### src/rtl/lsu_access_sequencer.sv
// Load/store sequencer between the MEM stage and a byte-addressable data memory.
// Splits misaligned halfword/word accesses into byte beats and extends load results.
module lsu_access_sequencer #(
  parameter int AWIDTH           = 32,
  parameter int DWIDTH           = 32,
  parameter bit ALLOW_MISALIGNED = 1'b1
) (
  input  logic              clk,
  input  logic              rst,
  input  logic              req_valid_i,
  output logic              req_ready_o,
  input  logic              req_we_i,
  input  logic [2:0]        req_funct3_i,
  input  logic [AWIDTH-1:0] req_addr_i,
  input  logic [DWIDTH-1:0] req_wdata_i,
  output logic              rsp_valid_o,
  output logic [DWIDTH-1:0] rsp_rdata_o,
  output logic              rsp_err_o,
  output logic [AWIDTH-1:0] mem_addr_o,
  output logic [DWIDTH-1:0] mem_data_o,
  output logic              mem_read_en_o,
  output logic              mem_write_en_o,
  output logic [2:0]        mem_funct3_o,
  input  logic [DWIDTH-1:0] mem_data_i
);

  typedef enum logic [1:0] {IDLE, ACCESS, RESP, ERR} state_t;

  state_t            state_q, state_d;
  logic              we_q;
  logic [2:0]        funct3_q;
  logic [AWIDTH-1:0] addr_q;
  logic [DWIDTH-1:0] wdata_q;
  logic [DWIDTH-1:0] result_q;
  logic              mis_q;
  logic [1:0]        beat_q;

  logic              accept;
  logic              req_legal;
  logic              req_mis;
  logic              req_err;
  logic              last_beat;
  logic [DWIDTH-1:0] load_ext;

  assign req_ready_o = (state_q == IDLE);
  assign accept      = req_valid_i && req_ready_o;

  // NOTE: every signal written in an always_comb gets a default first, so no path can infer a latch.
  always_comb begin
    req_legal = 1'b0;
    case (req_funct3_i)
      3'b000, 3'b001, 3'b010: req_legal = 1'b1;
      3'b100, 3'b101:         req_legal = !req_we_i;
      default:                req_legal = 1'b0;
    endcase
    req_mis = ((req_funct3_i[1:0] == 2'b01) && req_addr_i[0]) ||
              ((req_funct3_i[1:0] == 2'b10) && (req_addr_i[1:0] != 2'b00));
    req_err = !req_legal || (req_mis && !ALLOW_MISALIGNED);
  end

  // Only halfword and word accesses can be misaligned, so the split is 2 or 4 beats.
  assign last_beat = (beat_q == (funct3_q[1] ? 2'd3 : 2'd1));

  always_comb begin
    state_d = state_q;
    case (state_q)
      IDLE:    if (accept) state_d = req_err ? ERR : ACCESS;
      ACCESS:  if (!mis_q || last_beat) state_d = RESP;
      RESP:    state_d = IDLE;
      ERR:     state_d = IDLE;
      default: state_d = IDLE;
    endcase
  end

  always_comb begin
    load_ext = result_q;
    case (funct3_q)
      3'b000:  load_ext = DWIDTH'($signed(result_q[7:0]));
      3'b001:  load_ext = DWIDTH'($signed(result_q[15:0]));
      3'b100:  load_ext = DWIDTH'(result_q[7:0]);
      3'b101:  load_ext = DWIDTH'(result_q[15:0]);
      default: load_ext = result_q;
    endcase
  end

  always_comb begin
    mem_addr_o     = '0;
    mem_data_o     = '0;
    mem_read_en_o  = 1'b0;
    mem_write_en_o = 1'b0;
    mem_funct3_o   = 3'b000;
    rsp_valid_o    = 1'b0;
    rsp_rdata_o    = '0;
    rsp_err_o      = 1'b0;
    case (state_q)
      ACCESS: begin
        mem_read_en_o  = !we_q;
        mem_write_en_o = we_q;
        if (mis_q) begin
          mem_addr_o   = addr_q + AWIDTH'(beat_q);
          mem_funct3_o = we_q ? 3'b000 : 3'b100;
          if (we_q) mem_data_o = DWIDTH'(wdata_q[{beat_q, 3'b000} +: 8]);
        end else begin
          mem_addr_o   = addr_q;
          mem_funct3_o = funct3_q;
          if (we_q) mem_data_o = wdata_q;
        end
      end
      RESP: begin
        rsp_valid_o = 1'b1;
        rsp_rdata_o = we_q ? '0 : load_ext;
      end
      ERR: begin
        rsp_valid_o = 1'b1;
        rsp_err_o   = 1'b1;
      end
      default: ;
    endcase
  end

  // NOTE: sequential state uses non-blocking assignments so every register samples pre-edge values.
  always_ff @(posedge clk or negedge rst) begin
    if (!rst) begin
      state_q  <= IDLE;
      we_q     <= 1'b0;
      funct3_q <= 3'b000;
      addr_q   <= '0;
      wdata_q  <= '0;
      result_q <= '0;
      mis_q    <= 1'b0;
      beat_q   <= 2'd0;
    end else begin
      state_q <= state_d;
      if (accept) begin
        we_q     <= req_we_i;
        funct3_q <= req_funct3_i;
        addr_q   <= req_addr_i;
        wdata_q  <= req_wdata_i;
        mis_q    <= req_mis;
        beat_q   <= 2'd0;
        result_q <= '0;
      end else if (state_q == ACCESS) begin
        if (!we_q) begin
          if (mis_q) result_q[{beat_q, 3'b000} +: 8] <= mem_data_i[7:0];
          else       result_q <= mem_data_i;
        end
        if (mis_q) beat_q <= last_beat ? 2'd0 : beat_q + 2'd1;
      end
    end
  end

endmodule

### config.mk
export PLATFORM = sky130hd
export DESIGN_NAME = lsu_access_sequencer
export DESIGN_NICKNAME = d
export VERILOG_FILES = /design/src/rtl/lsu_access_sequencer.sv
export SDC_FILE = /design/constraint.sdc
export NUM_CORES = 1
export LEC_CHECK = 0
export ABC_CLOCK_PERIOD_IN_PS = 2900
export CORE_ASPECT_RATIO = 0.8
export CORE_MARGIN = 5
export CORE_UTILIZATION = 55
export DETAILED_ROUTE_END_ITERATION = 6
export DONT_BUFFER_PORTS = 1
export PLACE_DENSITY = 0.73
export SYNTH_ARGS = -nofsm -noshare
export SYNTH_HDL_FRONTEND = slang
export SYNTH_SLANG_ARGS = --single-unit
### constraint.sdc
create_clock -name clk -period 2.9 [get_ports clk]
set_input_delay 0.58 -clock clk [delete_from_list [all_inputs] [get_ports clk]]
set_output_delay 0.58 -clock clk [all_outputs]
set_load 0.005 [all_outputs]
==> run summary <==
asr flop ratio synth = 100.0%
crit-path leading delay family = simple AND/OR/NAND/NOR gates
final hold slack = -0.07140 ns
R2R Setup Slk = 0.51 ns
# DRC = 0
Root Buffer = clkbuf_16
Switching Share = 40.84%
met3 usage = 9.138%
net switching power = 2855 uW
Rows = 34
sequential share of the synthesized area = 43.22%
grt peak-use layer = met2
Distinct cells, synth = 54
Pre-Repair DR Iteration Count = 5
Core Region = 10,850 um2
pre-CTS setup slack = 0.08629 ns
slack of the critical path = -0.1178 ns
first-pass GRT wire length = 26.68 mm
fin cells = 747
Die Wd = 127.5 um
critical path, cell by cell = ha_2 > inv_2 > fa_2 > and3b_2 > nand4_1 > buf_6 > or4_4 > a21oi_2
remaining global-route overflow = 0
number of global-route vias before repair = 4,954
clock latency at the later pin of the worst-skew pair = 0.34 ns
Hold Violations, Final = 105
worst r2r src = beat_q[0]$_DFFE_PN0P_
Iteration-0 DRC Markers = 447
Worst IR Drop VDD = 620.2 uV
RSZ-0062 raised after global routing = yes
Tot Pwr = 6990 uW
#FFs+latches synth = 105
vias post-DR = 4,945
area of the mapped netlist = 6080 um2
Synth Instances = 602
internal power = 4135 uW
ys flop type = dfrtp_1
Reg power frac = 40.0%
Slew @ Worst Pin = 0.9330 ns
critical path arrival = 2.44 ns
Final min period = 3.018 ns
initial antenna violation count = 0
cell area after layout = 6701 um2
Post-Syn Nets = 712
Max Root-Sink Buffers = 2
critical path class = reg -> out
starting density of the core = 56.04%
failing checks = hold timing, setup timing
pwr/cell area = 1043 nW/um2
worst hold path type = in -> async
clk slew on worst S/H paths = 0.07 ns
die height = 104.0 um
reg-to-reg endpoint = result_q[31]$_DFFE_PN0P_
worst r2r path cells = 7
# diodes = 0
I/O Pins = 207
Inst Count DP = 721
# clock sinks = 105
Setup Viol. Count Final = 11
share of cells above drive strength 1 = 27.36%
Slowest-stage cell, CP = or4_4
largest net degree at the start of global routing = 106
CP bufs+invs = 2
Layout Nets = 708
Worst path max stage delay = 0.51 ns
combinational share of power = 43.6%
DRT antenna net count = 0
CP Capture Type = output port
skew final = 0.005258 ns
Max-Cap Viols = 0
Startpoint Class = flip-flop
Worst Path Required = 2.32 ns
die area = 13,270 um2
Slew HR = 37.32%
max-slew violation count = 0
Clk pwr share = 16.4%
WL final = 17.16 mm
fmax = 331.4 MHz
cell area after placement = 6203 um2
gpl congestion = 0.8356
fin crit share = 104.1%
vias per cell = 6.620
Syn. warnings = 0
GRT met1 Usage = 32.35%
synthesis-to-finish area growth = 10.23%
Critical Path Fanout Max = 8
global routing usage on met2 = 38.92%
status = complete, but fails checks
Mean Syn Cell Area = 10.10 um2
Post-synth EDFFs = 0
H-tree Lvls = 3
DP HPWL = 12.05 mm
Buffers on Ports = 0
Tot GR Track Use = 24.71%
CTS tree = yes
Leak Pwr = 0.002718 uW
CTS Buf Count = 9
Wirelength per Cell = 22.97 um
[power groups by stage]
stage               registers (uW)  clock network [uW]  logic, uW
global route                  2890                1230       3350
detailed placement            2790                   0       2910
floorplan                     2570                   0       2350
CTS                           2760                1180       2990
finish                        2790                1150       3050
global placement              2740                   0       2800
[kinds of logic after synthesis]
logic type      Yosys count  synth area share [%]
compound gates          158                 15.97
simple gates            154                 15.17
flops                   105                 43.22
mux                      99                 17.93
buf+inv                  70                 4.857
xor+xnor                  9                 1.296
fa+ha+maj                 7                 1.564
[state kept, by name (all words and copies together), names as in the netlist]
| name | flops |
|---|---|
| addr_q | 32 |
| beat_q | 2 |
| funct3_q | 3 |
| mis_q | 1 |
| result_q | 32 |
| state_q | 2 |
| wdata_q | 32 |
| we_q | 1 |
[layout by cell type, fill, tap and decap left out, types with 17 or more instances in the layout]
cell type	count
a21oi_1	42
a21oi_2	17
and3_1	29
buf_4	25
dfrtp_1	105
inv_1	26
mux2_2	79
mux2i_1	20
nand2_1	28
nor2_1	17
o21ai_0	35
[synth_stat cells, drive strengths merged (2+ instances only)]
cell,count,area (um2)
mux2i,20,200.2
a21oi,60,311.5
a22o,15,131.4
clkbuf,22,82.58
a31oi,2,12.51
nand3,4,20.02
xor2,4,35.03
mux2,79,889.6
o2bb2a,2,20.02
and3,29,181.4
a211oi,2,15.01
xnor2,5,43.79
dfrtp,105,2628
and4,5,43.79
nor3,5,25.02
inv,27,101.4
or4,13,97.59
nor2,18,67.56
o31ai,13,97.59
nand2,28,105.1
nand4bb,2,22.52
o22ai,8,50.05
nor2b,3,18.77
ha,6,75.07
nor3b,2,26.28
a22oi,14,105.1
o21ai,37,185.2
nand4,12,81.33
nand2b,4,25.02
or3,9,61.31
and2,10,62.56
buf,21,111.4
nor4,3,18.77
[routing by layer]
layer | wire length, um | part of all wire [%]
met5 | 0 | 0
met4 | 415 | 2.4
met3 | 1915 | 11
met2 | 7909 | 46
met1 | 6917 | 40
[through the flow]
stage	setup TNS [ns]	hold slack (ns)	utilization, %
2_1_floorplan	0	0.2844	-
3_3_place_gp	0	0.2879	57.19
3_5_place_dp	0	0.2879	57.19
4_1_cts	-0.8871	-0.08349	60.84
5_1_grt	-2.214	-0.08853	61.78
6_report	-0.8515	-0.07140	61.78
[worst max-delay path by stage]
stage                                startpoint              to  slack (ns)  depth (start not counted)
after floorplan           beat_q[0]$_DFFE_PN0P_  mem_addr_o[24]       0.001                          9
after global placement    addr_q[0]$_DFFE_PN0P_  mem_addr_o[30]        0.16                          8
after detailed placement  addr_q[0]$_DFFE_PN0P_  mem_addr_o[22]        0.09                          8
after CTS                 beat_q[0]$_DFFE_PN0P_  mem_addr_o[20]       -0.13                          8
after global routing      beat_q[0]$_DFFE_PN0P_  mem_addr_o[20]       -0.22                         10
final                     beat_q[0]$_DFFE_PN0P_  mem_addr_o[22]       -0.12                          8
[final cells by class]
cell class,instances,area (um2)
sequential,105,2628
tap,144,180.2
fill,918,4146
multi-input combinational,429,3311
clock buffer,11,242.7
inverter,27,101.3
clock inverter,5,40.04
timing repair buffer,26,198.9
[timing repair]
item                       4_1_cts  5_1_grt
pin swaps                        8        8
setup buffers                    5        3
hold endpoints to repair       105      105
gates cloned                     0        2
setup endpoints to repair       13       32
gates resized for setup         20       16
[worst reg2reg max path, stage by stage, from the launching register on]
cell and delay, ns:
dfrtp_1 0.36, buf_4 0.18, inv_1 0.07, ha_1 0.36, nand4bb_1 0.25, nor3_1 0.74
a22oi_1 0.14, mux2i_1 0.20
Note: power is estimated with default switching activity, not from simulation.
